File: src/rtl/ahb_slave_interface.sv
// AHB-Lite responder for the AHB2APB bridge: decodes the address phase, issues one
// request per transfer to the APB-side controller and stretches the data phase until it completes.
module ahb_slave_interface #(
    parameter logic [31:0] BASE_ADDR = 32'h8000_0000,
    parameter int          SLOT_LOG2 = 26,
    parameter int          NUM_SLV   = 3
) (
    input  logic               hclk,
    input  logic               hreset,
    input  logic [31:0]        haddr,
    input  logic [31:0]        hwdata,
    input  logic               hwrite,
    input  logic [1:0]         htrans,
    input  logic               hready_in,
    output logic               hr_readyout,
    output logic               hresp,
    output logic [31:0]        hr_data,
    output logic               xfer_valid,
    input  logic               xfer_ready,
    output logic [31:0]        xfer_addr,
    output logic               xfer_write,
    output logic [31:0]        xfer_wdata,
    output logic [NUM_SLV-1:0] xfer_sel,
    input  logic [31:0]        xfer_rdata
);

    typedef enum logic [2:0] {
        ST_IDLE,
        ST_REQ,
        ST_DONE,
        ST_ERR1,
        ST_ERR2
    } state_t;

    typedef struct packed {
        logic [31:0]        addr;
        logic               write;
        logic [NUM_SLV-1:0] sel;
    } req_t;

    state_t             state, state_nxt;
    req_t               req_q;
    logic [31:0]        slot;
    logic               in_range;
    logic [NUM_SLV-1:0] sel_dec;
    logic               addr_phase;
    logic               accept;
    logic               load_req;
    logic               handshake;

    // Below-base addresses must not wrap into the window, so the compare gates the subtraction.
    assign slot     = (haddr - BASE_ADDR) >> SLOT_LOG2;
    assign in_range = (haddr >= BASE_ADDR) && (slot < 32'(NUM_SLV));

    generate
        for (genvar i = 0; i < NUM_SLV; i++) begin : g_sel
            assign sel_dec[i] = in_range && (slot == 32'(i));
        end
    endgenerate

    // NONSEQ or SEQ only; IDLE and BUSY never start a transfer.
    assign addr_phase = hready_in && ((htrans == 2'b10) || (htrans == 2'b11));
    assign accept     = addr_phase &&
                        ((state == ST_IDLE) || (state == ST_DONE) || (state == ST_ERR2));
    assign handshake  = xfer_valid && xfer_ready;

    always_ff @(posedge hclk or posedge hreset) begin
        if (hreset) state <= ST_IDLE;
        else        state <= state_nxt;
    end

    always_comb begin
        state_nxt   = state;
        hr_readyout = 1'b1;
        hresp       = 1'b0;
        xfer_valid  = 1'b0;
        load_req    = 1'b0;
        case (state)
            ST_IDLE, ST_DONE, ST_ERR2: begin
                hresp = (state == ST_ERR2);
                if (accept) begin
                    if (in_range) begin
                        state_nxt = ST_REQ;
                        load_req  = 1'b1;
                    end else begin
                        state_nxt = ST_ERR1;
                    end
                end else begin
                    state_nxt = ST_IDLE;
                end
            end
            ST_REQ: begin
                xfer_valid  = 1'b1;
                hr_readyout = 1'b0;
                if (xfer_ready) state_nxt = ST_DONE;
            end
            ST_ERR1: begin
                hr_readyout = 1'b0;
                hresp       = 1'b1;
                state_nxt   = ST_ERR2;
            end
            default: state_nxt = ST_IDLE;
        endcase
    end

    // Request fields are only reloaded on an in-range accept, so they stay stable through REQ.
    always_ff @(posedge hclk or posedge hreset) begin
        if (hreset) begin
            req_q <= '0;
        end else if (load_req) begin
            req_q.addr  <= haddr;
            req_q.write <= hwrite;
            req_q.sel   <= sel_dec;
        end
    end

    always_ff @(posedge hclk or posedge hreset) begin
        if (hreset)                      hr_data <= '0;
        else if (handshake && !req_q.write) hr_data <= xfer_rdata;
    end

    assign xfer_addr  = req_q.addr;
    assign xfer_write = req_q.write;
    assign xfer_sel   = req_q.sel;
    assign xfer_wdata = xfer_valid ? hwdata : 32'h0;

endmodule
File: config.mk
export PLATFORM = sky130hd
export DESIGN_NAME = ahb_slave_interface
export DESIGN_NICKNAME = d
export VERILOG_FILES = /design/src/rtl/ahb_slave_interface.sv
export SDC_FILE = /design/constraint.sdc
export NUM_CORES = 1
export LEC_CHECK = 0
export CORE_AREA = 2 2 81 83
export CTS_CLUSTER_SIZE = 14
export DETAILED_ROUTE_END_ITERATION = 10
export DIE_AREA = 0 0 83 85
export DONT_BUFFER_PORTS = 1
export PLACE_DENSITY = 0.74
export REMOVE_ABC_BUFFERS = 1
export SLEW_MARGIN = 20
export SYNTH_ARGS = -nofsm -noshare
export SYNTH_HDL_FRONTEND = slang
export SYNTH_SLANG_ARGS = --single-unit
File: constraint.sdc
create_clock -name hclk -period 3.3 [get_ports hclk]
set_input_delay 0.66 -clock hclk [delete_from_list [all_inputs] [get_ports hclk]]
set_output_delay 0.66 -clock hclk [all_outputs]
set_load 0.03 [all_outputs]
* After elaboration in Yosys (flattened, before gate mapping) *
Cells that the tools add are included.
W data, S select, Z words.

storage, ports and cells
  register bits after elaboration = 71
  input bits = 103
  output and inout bits = 103
  word-level logic and storage cells = 44

cells by class
  add/subtract/negate cells = 1
  magnitude comparators = 2
  equality and inequality tests = 9
  muxes and demuxes = 11
  reductions and logical operators = 16

operators with widths
  kind                      count
  $ge A32 B32 Y1 const B    1
  $logic_not A32 Y1         1
  $mux W32                  1
  $sub A32 B32 Y32 const B  1
  $pmux W3 S3               1
  $logic_and A1 B1 Y1       8
  $eq A3 B2 Y1 const B      2
  $eq A6 B1 Y1 const B      1
  $eq A6 B2 Y1 const B      1
  $lt A6 B2 Y1 const B      1
  $mux W3                   2
  $mux W1                   5
  $eq A2 B2 Y1 const B      2
  $eq A3 B1 Y1 const B      1
  $eq A3 B3 Y1 const B      1
  $logic_not A3 Y1          1
  $logic_or A1 B1 Y1        3
  $reduce_or A3 Y1          1
  $mux W2                   1
  $ne A2 B2 Y1 const B      1
  $pmux W1 S2               1
  $reduce_or A2 Y1          1
  $logic_not A1 Y1          1

* Logic depth before layout (Yosys ltp) *
  depth in word-level cells = 6
  depth in mapped cells = 6
  gate-level depth less buffers = 4

* Least setup slack after synthesis *
OpenSTA, ideal clock, no wires.

  kind = register -> output
  from = reg state[2]
  to = out xfer_wdata[17]
  arrival = 1.838 ns
  required time = 2.640 ns
  path slack = 0.802 ns
  cell stages (with the launch flop) = 5
  buffers on the path = 1
  cell sequence = dfrtp_1 -> nand2b_1 -> nor2_1 -> clkbuf_1 -> and2_1

on the way
  cells in the longest elaborated chain, start to end = 3

ends and longest elaborated chain
  item                    RTL line  source
  from (decl)             41        state_t state, state_nxt;
  from (signal assigned)  69        else state <= state_nxt;
  $eq A3 B1 Y1            78        case (state)
  $mux W1                 78
  net xfer_valid          18        output logic xfer_valid,
  $mux W32                125       assign xfer_wdata = xfer_valid ? hwdata : 32'h0;
  to (decl)               22        output logic [31:0] xfer_wdata,

The timed path passes the listed nets, and every way through them passes these cells.

* Worst setup path in the final report *
  from = reg state[2]
  to = out xfer_wdata[4]

on the way
  cells in the longest elaborated chain, start to end = 3

ends and longest elaborated chain
  item          RTL line
  $eq A3 B1 Y1  78
  $mux W1       78
  $mux W32      125

No other way between the ends.

==> results.txt <==
Clock Skew -> 0.0106 ns
Grt met2 use -> 22.2%
Worst reg2reg path depth -> 6
I/O Buffers -> 0
Global routing's busiest layer -> met2
Post-synthesis adder-cell area fraction -> 0%
Status -> completed
Worst Path Required -> 2.64 ns
Final setup fails -> 0
R2R setup slack -> 0.99 ns
Syn. warnings -> 0
Synth Area in XOR/XNOR -> 0%
Clock Latency Late Sink -> 0.33 ns
Final Hold Fails -> 0
Detailed Routing Iterations Pass 1 -> 4
Die height -> 85 um
Slew margin rel. -> 36.9%
Post-route DRC -> 0
Ports -> 206
Setup repair bufs after CTS -> 0
Met1 Use GR -> 19.8%
Initial Utilization -> 48.4%
Fin. max-slew vios -> 0
Largest family of logic cells by synthesized area -> multiplexers
Power Density -> 871 nW/um^2
Worst hold start -> haddr[26]
Clk buf depth -> 2
Synth Area in Simple Gates -> 9.97%
Die area -> 7060 sq um
Most frequent cells in the layout -> dfrtp_1, and2_1, mux2_2
Count of cell types in the netlist -> 24
H-Tree Depth -> 3
# resized after CTS -> 0
DRT Wirelength -> 5570 um
Crit path DAT -> 2.14 ns
Crit path max fanout -> 19
RSZ-0062 raised after global routing -> no
Synth top area cells -> dfrtp_1, mux2_2, mux2_4, and2_1, buf_12
Share of cells above drive strength 1 -> 39.2%
CTS Root Cell -> clkbuf_8
#FFs+latches synth -> 71
DR WL/cell -> 19.5 um
1st-iter DRT viols -> 40
Ant. Diodes -> 0
Slew @ Worst Pin -> 0.947 ns
Worst min path class -> primary input to register
Vias -> 1556
Max rail drop VDD -> 472 uV
Vias per cell -> 5.44
Vias in the first global route -> 1595
Setup crit end kind -> primary output
Gr ovfl total -> 0
Fin crit share -> 84.9%
TritonCTS clock tree -> done
Design Power -> 0.00280 W
Register area share after synthesis -> 59.2%
Syn Area/Cell -> 14.9 sq um
Fmax -> 357 MHz
Num CTS Buffers -> 9
R2r startpoint -> state[2]
Total core area -> 6200 sq um
Cells after Synth -> 201
Critical Path Source Type -> register
Clk sink count -> 71
Mux cell area share after synthesis -> 25.3%
Site Rows -> 29
DIE WIDTH -> 83 um
Largest net degree at the start of global routing -> 72
Hold Path Depth -> 1
# hold bufs at CTS -> 0
WHS -> 0.403 ns
Largest area contributor in the netlist -> dfrtp_1
Reg clk slew, reported paths -> 0.07 ns
Initial antenna violation count -> 0
Leakage -> 1.57 nW
Mapped Area -> 3000 sq um
Area grow syn2layout -> 7.30%
Hold-critical path endpoint -> xfer_sel[0]
DP Worst Slack -> 0.776 ns
GP Congestion -> 0.678
Setup CP Type -> register to primary output
RR Endpoint -> hr_data[11]
Hpwl dp -> 4150 um
Synth Area in Compound Gates -> 2.09%
ANT nets after route -> 0
M3 GR Usage -> 8.17%
First-pass GRT wire length -> 8450 um
Final WS setup -> 0.500 ns
Nets -> 309
Top-area cell type share of the netlist area -> 59.2%
GRT Overall Usage -> 15.6%
Commonest non-fill, non-tap cell in the layout -> dfrtp_1
Max-cap viol count -> 0
Crit path time final -> 2.80 ns
-- worst max-delay path: stages (launching register included) --
cell	delay (ns)
dfrtp_1	0.39
nand2b_1	0.37
nor2_2	0.43
buf_4	0.27
and2_1	0.35
-- sequential cells by signal, indices dropped and copies added (netlist names) --
name        cells
xfer_write      1
xfer_sel        3
hr_data        32
xfer_addr      32
state           3
-- routing by layer --
layer / routed length [um] / part of all wire, % / vias to the layer above
met5: 0 / 0 / -
met1: 2260 / 41 / 768
li1: - / - / 682
met3: 579 / 10 / 9
met4: 81 / 1.5 / 0
met2: 2650 / 48 / 97
-- per-stage QoR --
step	setup TNS, ns	instances	instance area, sq um	util (%)
final	0	286	3220	51.9
after detailed placement	0	272	3040	49.0
after CTS	0	286	3220	51.9
after global routing	0	286	3220	51.9
after global placement	0	272	3040	49.0
after floorplan	-12.04	191	2910	-
-- where the power goes --
group / internal, W / switching [W]
Combinational: 0.000229 / 0.000187
Clock: 0.000340 / 0.000289
Sequential: 0.00111 / 0.000653
-- synth_stat cells --
master / count
clkbuf_1: 3
inv_1: 4
o21a_1: 2
nor2_1: 3
and2_1: 35
buf_12: 2
or4b_4: 1
o31ai_1: 1
nand2_1: 2
nor3_1: 1
a21oi_2: 1
buf_6: 2
nand3b_1: 1
a21o_1: 1
nand2b_1: 3
mux2_4: 25
or3_2: 1
buf_2: 3
dfrtp_1: 71
o2bb2ai_1: 1
nand4b_1: 1
mux2_2: 34
a21oi_1: 2
o21ai_0: 1
-- worst max path at each step --
stage	slack, ns	end	start
finish	0.50	xfer_wdata[4]	state[2]
global route	0.33	xfer_wdata[4]	state[2]
CTS	0.47	xfer_wdata[4]	state[2]
detailed placement	0.78	xfer_addr[5]	haddr[28]
global placement	0.80	xfer_addr[23]	haddr[28]
floorplan	-0.38	hr_data[0]	state[2]
-- kinds of logic (layout without fill, tap and decap cells) --
group,count (synthesis),count (layout)
flip-flops,71,71
multiplexers,59,59
AND/OR/NAND/NOR,48,48
buffers and inverters,14,22
AO/OA/AOI/OAI,9,9
-- layout make-up --
class / instances / area, sq um
fillers: 522 / 2990
clock buffers: 10 / 128
repair buffers: 4 / 30.0
inverters: 4 / 15.0
multi-input cells: 116 / 1120
clock inverters: 4 / 48.8
well taps: 77 / 96.3
flip-flops and latches: 71 / 1780
Note: power is estimated with default switching activity, not from simulation.
